===== src/rtl/cpu_bus_pkg.sv =====
// cpu_bus_pkg: region/state types, default memory map constants and the address decoder
// shared by the router and its slaves.
package cpu_bus_pkg;

    typedef enum logic [1:0] {SEL_NONE, SEL_PM, SEL_RAM, SEL_IO} sel_t;
    typedef enum logic [1:0] {IDLE, BUSY, RESP} state_t;

    localparam logic [31:0] PROGMEM_MASK_DEF   = 32'h0010_0000;
    localparam logic [31:0] IO_MASK_DEF        = 32'hFF00_0000;
    localparam int          RAM_WORDS_BITS_DEF = 10;
    localparam logic [31:0] ERR_DATA_DEF       = 32'hDEAD_BEEF;

    // IO beats progmem beats RAM; a write into progmem is treated as unmapped.
    function automatic sel_t decode(
        input logic [31:0] addr,
        input logic [3:0]  wstrb,
        input logic [31:0] pm_mask,
        input logic [31:0] io_mask,
        input logic [32:0] ram_bytes
    );
        return |(addr & io_mask)       ? SEL_IO :
               |(addr & pm_mask)       ? (|wstrb ? SEL_NONE : SEL_PM) :
               ({1'b0, addr} < ram_bytes) ? SEL_RAM : SEL_NONE;
    endfunction

endpackage


===== src/rtl/bus_timeout_ctr.sv =====
// bus_timeout_ctr: counts enabled cycles since the last clear and flags the last
// cycle a slave is allowed to take.
module bus_timeout_ctr #(
    parameter int TIMEOUT_CYCLES = 255
) (
    input  logic clk,
    input  logic rstn,
    input  logic clr,
    input  logic en,
    output logic expired
);
    localparam int W = $clog2(TIMEOUT_CYCLES + 1);

    logic [W-1:0] cnt;

    always_ff @(posedge clk or negedge rstn)
        if (!rstn)
            cnt <= '0;
        else if (clr)
            cnt <= '0;
        else if (en)
            cnt <= cnt + W'(1);

    assign expired = en && cnt == W'(TIMEOUT_CYCLES - 1);

endmodule


===== src/rtl/cpu_bus_router.sv =====
// cpu_bus_router: routes PicoRV32 native-bus requests to progmem, RAM or MMIO and
// answers unmapped accesses, ROM writes and hung slaves with an error response.
module cpu_bus_router
    import cpu_bus_pkg::*;
#(
    parameter logic [31:0] PROGMEM_MASK   = PROGMEM_MASK_DEF,
    parameter logic [31:0] IO_MASK        = IO_MASK_DEF,
    parameter int          RAM_WORDS_BITS = RAM_WORDS_BITS_DEF,
    parameter int          TIMEOUT_CYCLES = 255,
    parameter logic [31:0] ERR_DATA       = ERR_DATA_DEF
) (
    input  logic        clk,
    input  logic        rstn,
    input  logic        cpu_valid,
    input  logic [31:0] cpu_addr,
    input  logic [31:0] cpu_wdata,
    input  logic [3:0]  cpu_wstrb,
    output logic        cpu_ready,
    output logic [31:0] cpu_rdata,
    output logic [31:0] s_addr,
    output logic [31:0] s_wdata,
    output logic [3:0]  s_wstrb,
    output logic        pm_valid,
    output logic        ram_valid,
    output logic        io_valid,
    input  logic        pm_ready,
    input  logic        ram_ready,
    input  logic        io_ready,
    input  logic [31:0] pm_rdata,
    input  logic [31:0] ram_rdata,
    input  logic [31:0] io_rdata,
    output logic        err_flag,
    output logic [31:0] err_addr,
    input  logic        err_clr
);
    localparam logic [32:0] RAM_BYTES = 33'd4 << RAM_WORDS_BITS;

    state_t      state, state_nx;
    sel_t        sel, sel_dec;
    logic        sel_ready, busy, expired, err_ev, ok_ev;
    logic [31:0] sel_rdata;

    bus_timeout_ctr #(.TIMEOUT_CYCLES(TIMEOUT_CYCLES)) u_ctr (
        .clk     (clk),
        .rstn    (rstn),
        .clr     (state != BUSY),
        .en      (state == BUSY),
        .expired (expired)
    );

    // Only the selected slave's handshake is looked at, so stray readies are ignored.
    always_comb begin
        sel_dec   = decode(cpu_addr, cpu_wstrb, PROGMEM_MASK, IO_MASK, RAM_BYTES);
        sel_ready = sel == SEL_PM ? pm_ready : sel == SEL_RAM ? ram_ready :
                    sel == SEL_IO ? io_ready : 1'b0;
        sel_rdata = sel == SEL_PM ? pm_rdata : sel == SEL_RAM ? ram_rdata :
                    sel == SEL_IO ? io_rdata : ERR_DATA;
        busy      = state == BUSY && cpu_valid;
        ok_ev     = busy && sel_ready;
        err_ev    = (state == IDLE && cpu_valid && sel_dec == SEL_NONE) ||
                    (busy && !sel_ready && expired);
        state_nx  = state;
        case (state)
            IDLE:    if (cpu_valid) state_nx = sel_dec == SEL_NONE ? RESP : BUSY;
            BUSY:    if (!cpu_valid) state_nx = IDLE;
                     else if (sel_ready || expired) state_nx = RESP;
            default: state_nx = IDLE;
        endcase
        cpu_ready = state == RESP;
        pm_valid  = busy && sel == SEL_PM;
        ram_valid = busy && sel == SEL_RAM;
        io_valid  = busy && sel == SEL_IO;
    end

    always_ff @(posedge clk or negedge rstn)
        if (!rstn)
            state <= IDLE;
        else
            state <= state_nx;

    always_ff @(posedge clk or negedge rstn)
        if (!rstn) begin
            sel       <= SEL_NONE;
            s_addr    <= '0;
            s_wdata   <= '0;
            s_wstrb   <= '0;
            cpu_rdata <= '0;
            err_flag  <= 1'b0;
            err_addr  <= '0;
        end else begin
            if (state == IDLE && cpu_valid) begin
                sel     <= sel_dec;
                s_addr  <= cpu_addr;
                s_wdata <= cpu_wdata;
                s_wstrb <= cpu_wstrb;
            end
            if (ok_ev)
                cpu_rdata <= sel_rdata;
            // A new error outranks a simultaneous clear; err_addr keeps the first one.
            if (err_ev) begin
                cpu_rdata <= ERR_DATA;
                err_flag  <= 1'b1;
                if (!err_flag)
                    err_addr <= state == IDLE ? cpu_addr : s_addr;
            end else if (err_clr)
                err_flag <= 1'b0;
        end

endmodule


===== config.mk =====
export PLATFORM = sky130hd
export DESIGN_NAME = cpu_bus_router
export DESIGN_NICKNAME = d
export VERILOG_FILES = /design/src/rtl/cpu_bus_pkg.sv /design/src/rtl/bus_timeout_ctr.sv /design/src/rtl/cpu_bus_router.sv
export SDC_FILE = /design/constraint.sdc
export NUM_CORES = 1
export LEC_CHECK = 0
export BUFFER_PORTS_ARGS = -buffer_cell sky130_fd_sc_hd__buf_2
export CAP_MARGIN = 10
export CORE_MARGIN = 2
export CORE_UTILIZATION = 40
export CTS_CLUSTER_DIAMETER = 150
export DETAILED_ROUTE_END_ITERATION = 10
export PLACE_DENSITY_LB_ADDON = 0.08
export SETUP_SLACK_MARGIN = 0.3
export SYNTH_ARGS = -nofsm -noshare
export SYNTH_HDL_FRONTEND = slang
export SYNTH_SLANG_ARGS = --single-unit

===== constraint.sdc =====
create_clock -name clk -period 3 [get_ports clk]
set_input_delay 0.45 -clock clk [delete_from_list [all_inputs] [get_ports clk]]
set_output_delay 0.45 -clock clk [all_outputs]
set_load 0.05 [all_outputs]

==> flow_metrics.tcl, run 1 <==
set metrics [dict create \
    cts_num_sinks 145 \
    slowest_delay_ns 0.43 \
    cts_buffers 17 \
    first_pass_iters 4 \
    top_usage_layer "met2" \
    critPathKind "reg -> reg" \
    grt-ovfl-total 0 \
    cts_root_buf "clkbuf_16" \
    drt-vias-per-instance 4.70 \
    synth.area.top_cells "dfrtp_1, nand2_1, mux2i_1" \
    violations "hold timing" \
    wire_per_inst_um 15.6 \
    worstSetupEndpointType "register" \
    htreeDepth 4 \
    placed_area_mm2 0.00869 \
    start_util 0.404 \
    setup_tns_ns 0 \
    synth.area.mux_share 0.204 \
    tritoncts "yes" \
    synth_top_family_by_area "multiplexers" \
    fin_area_mm2 0.00926 \
    status "complete, but fails checks" \
    diodes 0 \
    yosys.area.top_type_share 0.526 \
    synth_flop_cell "dfrtp_1" \
    row_count 48 \
    syn-instance-count 678 \
    layout.nets 1153 \
    synthSimpleGateAreaFrac 0.179 \
    reg2regPathDepth 6 \
    grtUsageMet3 0.0625 \
    cts_hold_buf 0 \
    skew_ns 0.00690 \
    hpwl_mm 13.7 \
    synth-seq-cells 145 \
    cap_violations 0 \
    syn_area_mm2 0.00690 \
    grt_pass1_wl_mm 29.7 \
    ys_types 42 \
    finalHoldViolCount 5 \
    grt_max_degree 72 \
    cp.required_ns 3.30 \
    dieArea_mm2 0.0183 \
    postCtsResizedCells 0 \
    post_cts_buffers 0 \
    drc 0 \
    synth_compound_area_frac 0.0463 \
    die_y_um 135 \
    initialDrtViolationCount 219 \
    rsz0062_at_grt "no" \
    core_mm2 0.0171 \
    cp-startpoint "state[1]" \
    reg2reg_from "state[1]" \
    path_cells "nand3b_1 > a221o_1 > nor3_1 > a31o_4 > buf_12 > mux2_4" \
    use_met1 0.268 \
    finalSetupViolCount 0 \
    total_power_uw 9720 \
    routed_wl_mm 19.1 \
    relSlewSlack 0.280 \
    portBuffers 307 \
    synth-async-reset-ratio 1.00 \
    final_layout_size_suffix_gt1_frac 0.430 \
    max_freq_ghz 0.421 \
    drv_slew 0 \
    avgSynthCellArea_um2 10.2 \
    io_pins 308 \
    area_delta_synth_final_pct 34.3 \
    synth_commonest_cells "nand2_1, dfrtp_1, mux2i_1" \
    nFillCells 1593 \
    yosysMostFrequentCell "nand2_1" \
    yosys.area_share.xor_xnor 0.00762 \
    setup.worst_path.start_class "register" \
    ys_warn_count 0 \
    path_clk_slew_ns 0.06 \
    final.period_utilization 0.792 \
    die_w_um 135 \
    crit_arrival_ns 2.68 \
    r2r_end "err_addr[5]" \
    antenna_found_initial 0 \
    synth_adder_area_share 0.00363 \
    timing.final.crit_period_ns 2.38 \
    synth-seq-area-share 0.526 \
    whs_ns -0.00887 \
    yosys.area.top_type "dfrtp_1" \
    clk_path_buf_depth 2 \
    p_per_area_mw_per_mm2 1050 \
    irDropWorstVdd_uv 458 \
    vias 5721 \
    reg2reg_slack_ns 0.62 \
    path_max_fanout 13 \
    tightest_slew_ns 1.08 \
    hold_class "in -> async" \
    p_leak_uw 0.00517 \
    synth.net_count 851 \
    grt_pass1_vias 5713 \
    clock_latency_ns 0.42 \
    crit_slowest_cell "dfrtp_1" \
    ant_nets 0 \
    use_met2 0.343 \
    globalplace.congestion 0.775 \
    grt.total_usage 0.210 \
    synth_edf_count 0 \
]
-- critical path: cells and delay by family (launching register included) --
| family | cells | cell delay, ns |
|---|---|---|
| DFF | 1 | 0.43 |
| buffers and inverters | 1 | 0.20 |
| muxes | 1 | 0.30 |
| AOI/OAI and AO/OA | 2 | 0.73 |
| and+or+nand+nor | 2 | 0.58 |
-- metrics by stage --
step / setup slack [ns] / cells / utilization
finish: 0.624 / 1218 / 0.543
global route: 0.480 / 1218 / 0.543
CTS: 0.617 / 1218 / 0.543
detailed placement: 0.292 / 1186 / 0.509
global placement: 0.274 / 1186 / 0.509
floorplan: 0.540 / 678 / -
-- worst max path at each step --
stage,slack [ns],cells after the start,end
3_5_place_dp,0.29,6,err_flag
2_1_floorplan,0.54,3,pm_valid
6_report,0.62,6,err_addr[5]
5_1_grt,0.48,6,err_addr[8]
4_1_cts,0.62,4,ram_valid
3_3_place_gp,0.27,6,err_flag
-- power breakdown --
part,internal (uW),total (uW),switching [uW]
registers,2590,2970,381
logic,1190,4690,3500
clock network,1220,2050,830
total,5000,9720,4710
-- per-layer routing --
layer  up-vias  routed length (um)  share of wire
met4         0                 376          0.020
met3        28                1450          0.076
li1       2849                   -              -
met5         -                   0              0
met2       208                8910           0.47
met1      2636                8320           0.44
-- sequential cells by signal, indices dropped and copies added, names as in the netlist --
signal,cells
cpu_rdata,32
s_wdata,32
state,2
s_addr,32
err_flag,1
s_wstrb,4
sel,2
u_ctr.cnt,8
err_addr,32
-- kinds of logic (layout without fill, tap and decap cells) --
logic type | Yosys count | in the layout
fa+ha+maj | 2 | 2
mux | 121 | 121
compound gates | 52 | 52
flops | 145 | 145
xor+xnor | 6 | 6
buf+inv | 43 | 358
simple gates | 309 | 309
-- layout make-up --
class,instances,area (um^2),area share
clock buffers,19,433,0.0467
clock inverters,13,140,0.0151
inverters,4,15.0,0.00162
multi-input cells,490,3060,0.330
flip-flops and latches,145,3630,0.392
well taps,225,282,0.0304
repair buffers,322,1710,0.184
-- cells in the final DEF (no fill, tap or decap), drive strengths merged, types with 4 or more instances in the layout --
cell type  count
a211oi         8
a21oi         33
buf          322
clkbuf        19
clkinv         8
clkinvlp       4
dfrtp        145
mux2          65
mux2i         56
nand2        231
nand3          4
nor2          53
nor4           5
xor2           5
Note: power is estimated with default switching activity, not from simulation.
==> run 2, diff against run 1 <==
- clock period: 3 -> 2.22 ns (I/O delays scaled with it)
==> run 2 against run 1 <==
Compared with the run above:
- the flow now finishes without violations
- clock skew rose by 0.0013 ns
- die area did not move
- sequential share of layout area fell by 1.5 points
- fmax rose by 15%
- wire length rose by 1.7%
- sequential cell count did not move
- count of clock-buffer cells in the layout fell by 1
- via count rose by 2.5%
- global-route usage fell by 0.38 points
- cell area rose by 3.9%
- non-clock buffer count rose by 22
- utilization rose by 2.1 points
==> flow_metrics.tcl, run 2 (synthesis results as in run 1) <==
set metrics [dict create \
    status "completed" \
    drt-vias-per-instance 4.73 \
    grt_pass1_wl_mm 29.3 \
    vias 5863 \
    row_count 48 \
    initialDrtViolationCount 217 \
    setup.worst_path.start_class "register" \
    dieArea_mm2 0.0183 \
    cap_violations 0 \
    die_y_um 135 \
    drv_slew 0 \
    core_mm2 0.0171 \
    max_freq_ghz 0.482 \
    routed_wl_mm 19.4 \
    irDropWorstVdd_uv 628 \
    antenna_found_initial 0 \
    whs_ns 0.0984 \
    cts_root_buf "clkbuf_16" \
    hold_class "in -> reg" \
    drc 0 \
    finalHoldViolCount 0 \
    path_clk_slew_ns 0.06 \
    io_pins 308 \
    grt_pass1_vias 5724 \
    p_per_area_mw_per_mm2 1400 \
    portBuffers 307 \
    worstSetupEndpointType "register" \
    path_cells "mux2_4 > a221o_1 > nor3_2 > a31o_4 > buf_12 > mux2_4" \
    grt-ovfl-total 0 \
    clock_latency_ns 0.42 \
    p_leak_uw 0.00534 \
    hpwl_mm 13.8 \
    final_common_cell "buf_2" \
    final_layout_size_suffix_gt1_frac 0.454 \
    cp.required_ns 2.52 \
    cts_num_sinks 145 \
    globalplace.congestion 0.744 \
    skew_ns 0.00822 \
    path_max_fanout 19 \
    rsz0062_at_grt "yes" \
    critPathKind "reg -> reg" \
    relSlewSlack 0.672 \
    final_cell_mix "buf_2, nand2_1, dfrtp_1" \
    tritoncts "yes" \
    post-route-util 0.564 \
    dp.cells 1197 \
    htreeDepth 4 \
    crit_slowest_cell "dfrtp_2" \
    final.period_utilization 0.935 \
    layout.nets 1175 \
    grt.total_usage 0.207 \
    die_w_um 135 \
    cp_common_cell "mux2_4" \
    diodes 0 \
    tightest_slew_ns 0.487 \
    instances_no_fill 1240 \
    nFillCells 1561 \
    first_pass_iters 4 \
    clk_path_buf_depth 2 \
    cts_buffers 17 \
    crit_arrival_ns 2.37 \
    area_delta_synth_final_pct 39.6 \
    timing.final.crit_period_ns 2.07 \
    grt_max_degree 74 \
    slowest_delay_ns 0.46 \
    finalSetupViolCount 0 \
    ant_nets 0 \
    start_util 0.404 \
    wire_per_inst_um 15.6 \
]
-- run 2: cell count changes in the layout (fill, tap and decap cells not counted), moves of 3 or more --
cell / before / now
buf_12: 4 / 9
inv_6: 0 / 3
buf_4: 11 / 24
buf_2: 306 / 303
-- run 2: routing by layer --
metal | wire length, um | vias up | track usage | part of all wire
met1 | 8340 | 2752 | 0.254 | 0.43
li1 | - | 2896 | - | -
met4 | 281 | 0 | 0.0671 | 0.014
met2 | 9440 | 195 | 0.351 | 0.49
met3 | 1330 | 20 | 0.0587 | 0.069
met5 | 0 | - | 0 | 0
-- run 2: repair_timing --
action                                 4_1_cts  5_1_grt
setup buffers                                2        6
cloned                                       0        2
endpoints found under the hold margin       46        0
resized for setup                           12       13
hold buffers                                 1        0
setup endpoints to repair                   35       54
pin swaps                                    1        2
-- run 2: report_power, final --
group	leakage, uW	switching (uW)	internal (uW)
logic	0.00325	4790	1780
clock network	0.000276	1170	1700
registers	0.00182	515	3510
-- run 2: final cells by class --
| cell class | count | area (um^2) | share of cell area |
|---|---|---|---|
| clock buffers | 18 | 439 | 0.0456 |
| inverters | 4 | 16.3 | 0.00169 |
| flip-flops and latches | 145 | 3630 | 0.377 |
| multi-input cells | 490 | 3100 | 0.322 |
| well taps | 225 | 282 | 0.0292 |
| repair buffers | 344 | 2000 | 0.208 |
| clock inverters | 14 | 155 | 0.0161 |
-- run 2: worst max-delay path: cells and delay by family, from the launching register on --
kind,cells,cell delay (ns)
multiplexers,2,0.63
AO/OA/AOI/OAI,2,0.49
flip-flops,1,0.46
buffers and inverters,1,0.20
AND/OR/NAND/NOR,1,0.16
-- run 2: worst paths after layout --
kind,start,endpoint,slack [ns],cells after the start
setup / recovery,sel[1],err_addr[9],0.15,6
hold / removal,cpu_wdata[28],s_wdata[28],0.1,3
setup reg to reg,sel[1],err_addr[9],0.15,6
hold reg to reg,s_wdata[13],s_wdata[13],0.47,2
max in group asynchronous,rstn,s_addr[3],1.19,3
min in group asynchronous,rstn,s_wdata[0],0.42,2
-- run 2: through the flow --
step	cell area [um^2]	TNS, ns	worst slack, ns	total power [uW]
6_report	9630	0	0.145	13400
2_1_floorplan	6920	0	0.218	8750
3_3_place_gp	8820	-0.291	-0.0169	10500
5_1_grt	9630	0	0.0525	14200
4_1_cts	9490	0	0.141	13500
3_5_place_dp	8820	-1.21	-0.0656	10500
==> run 3, diff against run 2 <==
- CELL_PAD_IN_SITES_DETAIL_PLACEMENT: unset -> 0
- CELL_PAD_IN_SITES_GLOBAL_PLACEMENT: unset -> 2
- CORE_UTILIZATION: 40 -> 28
==> run 3 against run 2 <==
Compared with the run above:
- cell count is 8.1% higher
- total power is 0.53% lower
- utilization is 16 points lower
- wire length is 14% higher
- setup slack worse by 0.030 ns
- fmax is 1.4% lower
- sequential share of layout area is 0.32 points lower
- clock skew is 0.0034 ns higher
- sequential cell count stayed put
- critical path depth stayed put
- first-iteration DRC count is 6.0% higher
- worst hold slack worse by 0.0075 ns
- critical path type unchanged
- critical endpoint is now err_addr[12]
- largest power group unchanged
- highest routed layer is now met5
==> flow_metrics.tcl, run 3 (synthesis results as in run 1) <==
set metrics [dict create \
    final_cell_mix "buf_2, nand2_1, dfrtp_1" \
    crit_arrival_ns 2.41 \
    path_max_fanout 11 \
    start_util 0.284 \
    vias 5843 \
    hpwl_mm 15.8 \
    place_ws_ns -0.0721 \
    critPathBufInv 1 \
    final_common_cell "buf_2" \
    grt-ovfl-total 0 \
    tritoncts "yes" \
    status "completed" \
    initialDrtViolationCount 230 \
    crit_slowest_cell "dfrtp_2" \
    core_mm2 0.0242 \
    dieArea_mm2 0.0259 \
    setup_tns_ns 0 \
    slowest_delay_ns 0.45 \
    dp.cells 1299 \
    grt.total_usage 0.171 \
    clock_latency_ns 0.43 \
    cts_buffers 17 \
    drv_slew 0 \
    hold_class "in -> reg" \
    irDropWorstVdd_uv 564 \
    skew_ns 0.0116 \
    antenna_found_initial 2 \
    htreeDepth 4 \
    drt-vias-per-instance 4.36 \
    ant_nets 0 \
    area_delta_synth_final_pct 40.6 \
    grt_pass1_wl_mm 34.5 \
    tightest_slew_ns 0.622 \
    finalSetupViolCount 0 \
    cp.required_ns 2.53 \
    wire_per_inst_um 16.5 \
    instances_no_fill 1341 \
    routed_wl_mm 22.1 \
    portBuffers 307 \
    final_layout_size_suffix_gt1_frac 0.452 \
    max_freq_ghz 0.475 \
    die_w_um 161 \
    post-route-util 0.400 \
    worst_slack_ns 0.116 \
    timing.final.crit_period_ns 2.10 \
    cap_violations 0 \
    cpLargestDelayFamily "multiplexers" \
    rsz0062_at_grt "yes" \
    path_clk_slew_ns 0.07 \
    row_count 57 \
    io_pins 308 \
    layout.nets 1176 \
    first_pass_iters 4 \
    setup.worst_path.start_class "register" \
    die_y_um 161 \
    p_per_area_mw_per_mm2 1380 \
    clk_path_buf_depth 2 \
    cp_common_cell "mux2_4" \
    globalplace.congestion 0.750 \
    critPathKind "reg -> reg" \
    path_cells "mux2_4 > a221o_1 > nor3_2 > a31o_4 > buf_12 > mux2_4" \
    grt_pass1_vias 5935 \
    finalHoldViolCount 0 \
    final.period_utilization 0.948 \
    cts_num_sinks 145 \
    p_leak_uw 0.00533 \
    worstSetupEndpointType "register" \
    relSlewSlack 0.585 \
    cts_root_buf "clkbuf_16" \
    grt_max_degree 74 \
    drc 0 \
    total_power_uw 13400 \
]
-- run 3: cell count changes in the layout (fill, tap and decap cells not counted), moves of 2 or more --
cell        previous run  this run
inv_6                  3         6
buf_6                  3         5
bufinv_16              2         0
clkbuf_16             19        17
clkinvlp_4             5         3
dfrtp_1              142       144
dfrtp_2                3         1
inv_8                  0         2
mux2_2                34        32
mux2_4                31        33
-- run 3: repair_timing --
action,CTS,global route
hold endpoints to repair,33,0
pin swaps,2,2
buffers inserted,5,1
gates resized for setup,12,12
hold buffers,1,0
cloned,2,0
endpoints found under the setup margin,67,68
-- run 3: metal layers --
layer | global-route usage | part of all wire | vias up
li1 | - | - | 2910
met1 | 0.225 | 0.45 | 2714
met2 | 0.270 | 0.46 | 195
met3 | 0.0579 | 0.076 | 22
met4 | 0.0455 | 0.013 | 2
met5 | 0 | 0.00054 | -
-- run 3: final timing paths --
check	start	endpoint	slack, ns	cells after the start
worst max-delay path	sel[1]	err_addr[12]	0.12	6
worst min-delay path	cpu_wdata[12]	s_wdata[12]	0.09	3
worst max register to register	sel[1]	err_addr[12]	0.12	6
worst min register to register	s_wdata[22]	s_wdata[22]	0.47	2
max in group asynchronous	rstn	s_addr[27]	1.06	3
min in group asynchronous	rstn	s_wdata[0]	0.38	2
-- run 3: cell type report --
class                           instances  area [um^2]
Timing Repair Buffer                  344         1980
Multi-Input combinational cell        491         3120
Fill cell                            2505        14500
Clock inverter                         15          125
Antenna cell                            1         2.50
Tap cell                              324          405
Sequential cell                       145         3630
Inverter                                4         17.5
Clock buffer                           17          425
-- run 3: report_power, final --
| part | internal (uW) | total [uW] | switching (uW) |
|---|---|---|---|
| sequential | 3500 | 4000 | 498 |
| clock | 1460 | 2700 | 1230 |
| combinational | 1780 | 6680 | 4900 |
-- run 3: per-stage QoR --
step / area [um^2] / hold slack, ns
after global placement: 8970 / 0.260
after CTS: 9660 / 0.0692
after detailed placement: 8970 / 0.260
after global routing: 9700 / 0.0820
after floorplan: 6920 / 0.0374
final: 9700 / 0.0909
-- run 3: worst register-to-register path: cells and delay by family, from the launching register on --
kind                   cells  cell delay (ns)
muxes                      2             0.63
AOI/OAI and AO/OA          2             0.56
buffers and inverters      1             0.18
and+or+nand+nor            1             0.18
DFF                        1             0.45
